`config.mk`:
```
export PLATFORM = sky130hd
export DESIGN_NAME = load_ext_flat
export DESIGN_NICKNAME = d
export VERILOG_FILES = /design/src/rtl/load_ext_if.sv /design/src/rtl/load_ext.sv /design/src/flat_wrapper.sv
export SDC_FILE = /design/constraint.sdc
export NUM_CORES = 1
export LEC_CHECK = 0
export ABC_AREA = 1
export BUFFER_PORTS_ARGS = -buffer_cell sky130_fd_sc_hd__clkbuf_2
export CAP_MARGIN = 20
export CELL_PAD_IN_SITES_DETAIL_PLACEMENT = 1
export CELL_PAD_IN_SITES_GLOBAL_PLACEMENT = 1
export CORE_ASPECT_RATIO = 0.5
export CORE_MARGIN = 4
export CORE_UTILIZATION = 33
export CTS_CLUSTER_SIZE = 16
export DETAILED_ROUTE_END_ITERATION = 10
export PLACE_DENSITY = 0.84
export SLEW_MARGIN = 20
export SYNTH_ARGS = -nofsm -noshare
export SYNTH_HDL_FRONTEND = slang
export SYNTH_SLANG_ARGS = --single-unit
```
`constraint.sdc`:
```
create_clock -name clk -period 1.4 [get_ports clk]
set_input_delay 0.21 -clock clk [delete_from_list [all_inputs] [get_ports clk]]
set_output_delay 0.21 -clock clk [all_outputs]
set_load 0.05 [all_outputs]
```
`src/rtl/load_ext_if.sv`:
```
// load_ext_if: request/result handshake bundle for the load extender.
interface load_ext_if #(
    parameter int DATA_W = 32,
    parameter int OFF_W  = 2
);
    logic              flush;
    logic              in_valid;
    logic              in_ready;
    logic [DATA_W-1:0] in_data;
    logic [OFF_W-1:0]  in_offset;
    logic [2:0]        in_mode;
    logic              out_valid;
    logic              out_ready;
    logic [DATA_W-1:0] out_data;
    logic              out_adel;

    modport master (
        output flush, in_valid, in_data, in_offset, in_mode, out_ready,
        input  in_ready, out_valid, out_data, out_adel
    );

    modport slave (
        input  flush, in_valid, in_data, in_offset, in_mode, out_ready,
        output in_ready, out_valid, out_data, out_adel
    );
endinterface

```
`src/rtl/load_ext.sv`:
```
// load_ext: single registered stage that lane-selects and sign/zero-extends a load result.
module load_ext #(
    parameter int DATA_W = 32,
    parameter int OFF_W  = 2
) (
    input logic       clk,
    input logic       resetn,
    load_ext_if.slave bus
);
    logic              r_valid;
    logic              r_adel;
    logic [DATA_W-1:0] r_data;
    logic [7:0]        w_byte;
    logic [15:0]       w_half;
    logic [31:0]       w_word;
    logic [DATA_W-1:0] w_ext;
    logic              w_adel;
    logic              w_acc;

    assign w_byte = bus.in_data[{bus.in_offset, 3'b000} +: 8];
    assign w_half = bus.in_data[{bus.in_offset[OFF_W-1:1], 4'b0000} +: 16];

    // a 32-bit path has only one word lane, so the word select collapses
    generate
        if (DATA_W == 64) begin : g_w64
            assign w_word = bus.in_data[{bus.in_offset[OFF_W-1], 5'b00000} +: 32];
        end else begin : g_w32
            assign w_word = bus.in_data[31:0];
        end
    endgenerate

    assign w_adel = (bus.in_mode[2:1] == 2'b01) ? bus.in_offset[0]
                  : (bus.in_mode[2:1] == 2'b10) ? |bus.in_offset[1:0]
                  : (bus.in_mode == 3'b110)     ? |bus.in_offset
                  : 1'b0;

    assign w_ext = (bus.in_mode[2:1] == 2'b00) ? (bus.in_mode[0] ? DATA_W'(w_byte) : DATA_W'($signed(w_byte)))
                 : (bus.in_mode[2:1] == 2'b01) ? (bus.in_mode[0] ? DATA_W'(w_half) : DATA_W'($signed(w_half)))
                 : (bus.in_mode[2:1] == 2'b10) ? (bus.in_mode[0] ? DATA_W'(w_word) : DATA_W'($signed(w_word)))
                 : bus.in_data;

    assign bus.in_ready  = !r_valid || bus.out_ready;
    assign w_acc         = bus.in_valid && bus.in_ready && !bus.flush;
    assign bus.out_valid = r_valid;
    assign bus.out_data  = r_data;
    assign bus.out_adel  = r_adel;

    always_ff @(posedge clk) begin
        if (!resetn) begin
            r_valid <= 1'b0;
            r_data  <= '0;
            r_adel  <= 1'b0;
        end else if (bus.flush) begin
            r_valid <= 1'b0;
        end else if (w_acc) begin
            r_valid <= 1'b1;
            r_data  <= w_adel ? '0 : w_ext;
            r_adel  <= w_adel;
        end else if (bus.out_ready) begin
            r_valid <= 1'b0;
        end
    end
endmodule
```
`src/flat_wrapper.sv`:
```
// flat-port wrapper written by rule: the top's interface ports become plain ports
module load_ext_flat 
#(
    parameter int DATA_W = 32,
    parameter int OFF_W  = 2
)
  (clk, resetn, bus_flush, bus_in_valid, bus_in_data, bus_in_offset, bus_in_mode, bus_out_ready, bus_in_ready, bus_out_valid, bus_out_data, bus_out_adel);
  load_ext_if #(.DATA_W(DATA_W), .OFF_W(OFF_W)) bus_i ();
  input logic clk;
  input logic resetn;
  input wire logic [$bits(bus_i.flush)-1:0] bus_flush;
  input wire logic [$bits(bus_i.in_valid)-1:0] bus_in_valid;
  input wire logic [$bits(bus_i.in_data)-1:0] bus_in_data;
  input wire logic [$bits(bus_i.in_offset)-1:0] bus_in_offset;
  input wire logic [$bits(bus_i.in_mode)-1:0] bus_in_mode;
  input wire logic [$bits(bus_i.out_ready)-1:0] bus_out_ready;
  output wire logic [$bits(bus_i.in_ready)-1:0] bus_in_ready;
  output wire logic [$bits(bus_i.out_valid)-1:0] bus_out_valid;
  output wire logic [$bits(bus_i.out_data)-1:0] bus_out_data;
  output wire logic [$bits(bus_i.out_adel)-1:0] bus_out_adel;
  assign bus_i.flush = bus_flush;
  assign bus_i.in_valid = bus_in_valid;
  assign bus_i.in_data = bus_in_data;
  assign bus_i.in_offset = bus_in_offset;
  assign bus_i.in_mode = bus_in_mode;
  assign bus_i.out_ready = bus_out_ready;
  assign bus_in_ready = bus_i.in_ready;
  assign bus_out_valid = bus_i.out_valid;
  assign bus_out_data = bus_i.out_data;
  assign bus_out_adel = bus_i.out_adel;
  load_ext #(.DATA_W(DATA_W), .OFF_W(OFF_W)) u_core (.clk(clk), .resetn(resetn), .bus(bus_i));
endmodule
```
# ---- Word level (Yosys, flattened, before mapping)
# Cells that the tools add are included.
dict set report totals {
  ff_bits 34
  elab_cells 30
  output_inout_bits 35
  inputBits 42
}
dict set report classes {
  mux 10
  eq_ne 3
  reduce_logical 10
  n_bitwise 2
  n_shift 2
}
# cell n
set op_table {}
lappend op_table {{two-way mux 32 bit} 5}
lappend op_table {{variable part select 32 x 6 -> 16 bit} 1}
lappend op_table {{variable part select 32 x 6 -> 8 bit} 1}
lappend op_table {{two-way mux 1 bit} 5}
lappend op_table {{OR reduction 2 bit} 2}
lappend op_table {{equality test 3 bit (second input constant)} 1}
lappend op_table {{equality test 2 x 1 -> 1 bit (second input constant)} 1}
lappend op_table {{equality test 2 bit (second input constant)} 1}
lappend op_table {{logical AND 1 bit} 2}
lappend op_table {{zero test 1 bit} 2}
lappend op_table {{zero test 2 bit} 1}
lappend op_table {{NOT 1 bit} 2}
lappend op_table {{AND reduction 2 bit} 1}
lappend op_table {{nonzero test 2 bit} 1}
lappend op_table {{logical OR 1 bit} 1}

# ---- Depth between registers and ports, before layout
dict set report depth {
  depth_word 5
  mapped_depth 10
  depth_no_buf 8
}

# ---- Worst setup path before layout
# No wires, ideal clock.
dict set report synth_timing {
  path_type {flip-flop to flip-flop}
  startpoint {register u_core.r_valid (netlist: u_core.bus.out_valid)}
  endpoint {register u_core.r_data[0] (netlist: u_core.bus.out_data[0])}
  arrival_ns 1.885
  stages_incl_launch_ff 6
  slack_ns -0.556
  path_buffers 1
  synth_period_minus_slack_ns 1.956
  setup_time_ns 0.070
  required_ns 1.330
  cell_sequence {dfxtp_1 nand2_1 nand3_2 clkbuf_1 nand2_1 a21oi_1}
}
dict set report synth_between {
  elab_chain_cells 5
}
# item line
set synth_lines {}
lappend synth_lines {{from (decl)} load_ext.sv:10} ;# logic r_valid;
lappend synth_lines {{from (signal assigned)} load_ext.sv:50} ;# r_valid <= 1'b0;
lappend synth_lines {{from (signal assigned)} load_ext.sv:54} ;# r_valid <= 1'b0;
lappend synth_lines {{from (signal assigned)} load_ext.sv:56} ;# r_valid <= 1'b1;
lappend synth_lines {{zero test 1 bit} load_ext.sv:42} ;# assign bus.in_ready = !r_valid || bus.out_ready;
lappend synth_lines {{logical OR 1 bit} load_ext.sv:42}
lappend synth_lines {{net bus_in_ready} flat_wrapper.sv:17} ;# output wire logic [$bits(bus_i.in_ready)-1:0] bus_in_ready;
lappend synth_lines {{logical AND 1 bit (2 in series)} load_ext.sv:43} ;# assign w_acc = bus.in_valid && bus.in_ready && !bus.flush;
lappend synth_lines {{AND reduction 2 bit (no source line)} -}
lappend synth_lines {{to (signal assigned)} load_ext.sv:57} ;# r_data <= w_adel ? '0 : w_ext;
lappend synth_lines {{to (decl)} load_ext.sv:12} ;# logic [DATA_W-1:0] r_data;
# The timed path passes the listed nets, and every way through them passes these cells.
# A chain may end at the register's enable or synchronous reset.

# ---- Final worst setup path
dict set report layout_timing {
  startpoint {input port bus_in_offset[1]}
  endpoint {register u_core.r_data[19] (netlist: u_core.bus.out_data[19])}
}
dict set report layout_between {
  elab_chain_cells 5
  elab_cells_between_ends 11
}
# item line
set layout_lines {}
lappend layout_lines {{from (decl)} flat_wrapper.sv:14} ;# input wire logic [$bits(bus_i.in_offset)-1:0] bus_in_offset;
lappend layout_lines {{variable part select 32 x 6 -> 16 bit or OR reduction 2 bit (tied branches)} {load_ext.sv:21, load_ext.sv:33, load_ext.sv:34}}
lappend layout_lines {{two-way mux 32 bit or two-way mux 1 bit (tied branches)} {load_ext.sv:38, load_ext.sv:34}}
lappend layout_lines {{two-way mux 32 bit or two-way mux 1 bit (tied branches)} {load_ext.sv:38, load_ext.sv:33}}
lappend layout_lines {{two-way mux 32 bit or two-way mux 1 bit (tied branches)} {load_ext.sv:37, load_ext.sv:32}}
lappend layout_lines {{two-way mux 32 bit *} load_ext.sv:57}
# Every way passes the cells marked *; elsewhere a longest branch is shown, timed or not.

==> run metrics <==
H-tree levels=2; metal2 WL=3830 um; CP startpoint kind=primary input; pwr dens=1100 nW/um^2; Yosys top cell by area=dfxtp_1; first-pass GRT wire length=12500 um; synth warn=0; clk buf depth=2; worst slack at placement=-0.0598 ns; vias=2547; die height=64.6 um; WL met1=3580 um; WS Path Type=primary input to flop; TritonCTS buffer count=5; RSZ-0062 raised after global routing=no; pin count of the biggest net entering global routing=35; Initial DRT Pass Iterations=7; number of setup violations in the final report=0; fin worst setup slack=0.153 ns; Routed Antenna Nets=0; WHS Path Cells=2; Core ar.=6130 sq um; worst relative slew slack=0.683; clk_lat worst skew=0.28 ns; synthesized net count=386; max-slew violations=0; worst slew pin tran=0.475 ns; vias per std cell=4.98; area grow syn2layout=32.6%; Wirelength per Cell=15.9 um; HPWL after detailed placement=5410 um; ratio of cells with drive above 1 in the final layout=0.296; vias in the first global route=2500; # DRC=0; RR Startpoint=u_core.bus.out_valid; fin crit period=1.25 ns; Top Ports=77; Cell variety after synth=22; die area=7820 sq um; mean area per synthesized cell=6.14 sq um; Hold Path Class=primary input to flop; max cap viols=0; gr ovfl total=0; top layer in use=met4; CTS clk-pin slew, worst paths=0.06 ns; Final Hold Fails=0; TNS Setup=0 ns; initial antenna violation count=0; Clk Tree Root Cell=clkbuf_16; period utilisation layout=0.891; CTS tree=built; initial core utilization=0.344; dominant synthesized flop cell=dfxtp_1; r2r setup slk=0.17 ns; Post-synth EDFFs=0; Placer Congestion=0.866; CP required=1.62 ns; Initial DRC Count=145; synth top area cells=dfxtp_1, nand2_1, nand3_1, nor2_1, a21oi_1; leak pwr=1.36 nW; met3 WL=647 um; hold wc startpoint=bus_flush; row count=20; arrival time at the worst endpoint=1.46 ns; critical-path maximum fanout=24; DRT Wirelength=8140 um; Post-Syn Instances=344; Post-Syn Area=2110 sq um; R2R cell count=5; Achievable Freq=802 MHz; Total GRT Usage=0.202; reg2reg end=u_core.bus.out_data[21]; Max VDD drop=0.409 mV; Synth async-reset ratio=0; Final nets=465; CTS sink cnt=34; outcome=complete, no violations; die width=121 um; #FFs+latches synth=34; endpoint with the worst hold slack=u_core.bus.out_valid; ant diodes=0; Final Skew=0.00584 ns; crit path capture type=flop; Hold Buf Count CTS=0; sequential fraction of the synthesis area=0.322; Yosys top cell area share=0.322; PortBufs=76
[layout by cell type, fill, tap and decap left out, types with 4 or more instances in the layout]
cell / n
inv_1: 16
a21oi_1: 32
buf_4: 13
nand2_1: 106
clkbuf_2: 76
nand3_1: 58
nor2_1: 48
or2_2: 8
nor2_4: 5
clkbuf_16: 5
nand2_2: 5
inv_2: 4
dfxtp_1: 33
[how the worst max path moves through the flow]
stage	end	depth (start not counted)	from
2_1_floorplan	u_core.bus.out_data[10]	5	u_core.bus.out_valid
3_3_place_gp	u_core.bus.out_data[19]	8	bus_in_offset[1]
3_5_place_dp	u_core.bus.out_data[25]	8	bus_in_offset[0]
4_1_cts	u_core.bus.out_data[30]	5	u_core.bus.out_valid
5_1_grt	u_core.bus.out_data[13]	7	bus_in_offset[1]
6_report	u_core.bus.out_data[19]	7	bus_in_offset[1]
[cells in the mapped netlist, types with 4 or more instances]
master / count
buf_4: 7
clkbuf_1: 6
inv_2: 4
inv_1: 16
a21oi_1: 32
nor2_1: 48
buf_6: 4
nand2_2: 5
dfxtp_1: 34
nand2_1: 107
or2_2: 8
nand3_1: 58
[layer usage]
layer | up-vias | track usage
met4 | 0 | 0.0656
met2 | 92 | 0.332
met1 | 1193 | 0.264
li1 | 1251 | -
met5 | - | 0
met3 | 11 | 0.0436
[area by class of cell]
cell class,instances,area (sq um)
Fill cell,856,3330
Tap cell,88,110
Sequential cell,34,682
Inverter,21,78.8
Timing Repair Buffer,91,509
Clock inverter,1,30.0
Multi-Input combinational cell,270,1250
Clock buffer,6,139
[stage by stage]
step,total power [mW],area [sq um],cells,utilization,hold WS (ns)
2_1_floorplan,1.54,2120,344,-,0.281
3_3_place_gp,1.74,2580,501,0.420,0.396
3_5_place_dp,1.75,2580,501,0.420,0.394
4_1_cts,3.06,2760,509,0.450,0.108
5_1_grt,3.21,2800,511,0.457,0.119
6_report,3.08,2800,511,0.457,0.106
[flip-flops by register name, summed over array words and instances (netlist names)]
name,count
u_core.bus.out_adel,1
u_core.bus.out_valid,1
u_core.bus.out_data,32
[cell families (layout without fill, tap and decap cells)]
family / Yosys count / count (layout) / synth area share
compound gates: 35 / 35 / 0.0859
simple gates: 233 / 235 / 0.489
buf+inv: 42 / 119 / 0.103
flops: 34 / 34 / 0.322
[where the power goes]
group / total (mW) / internal, mW / leakage [nW] / switching (mW)
Clock: 1.31 / 0.879 / 0.0829 / 0.426
Sequential: 1.03 / 1.01 / 0.277 / 0.0223
Combinational: 0.742 / 0.225 / 0.999 / 0.517
Total: 3.08 / 2.12 / 1.36 / 0.966
[critical path, stage by stage]
cell,delay (ns)
clkbuf_2,0.11
buf_4,0.19
nand3_1,0.14
nand3_1,0.12
nand2_2,0.36
nand3_1,0.18
a21oi_1,0.15
[what timing repair did]
action                     CTS  global route
buffers inserted             0             1
cloned                       1             1
pin swaps                    1             3
resized for setup            0             2
setup endpoints to repair    7            33
Power figures use the tool's default switching activity.
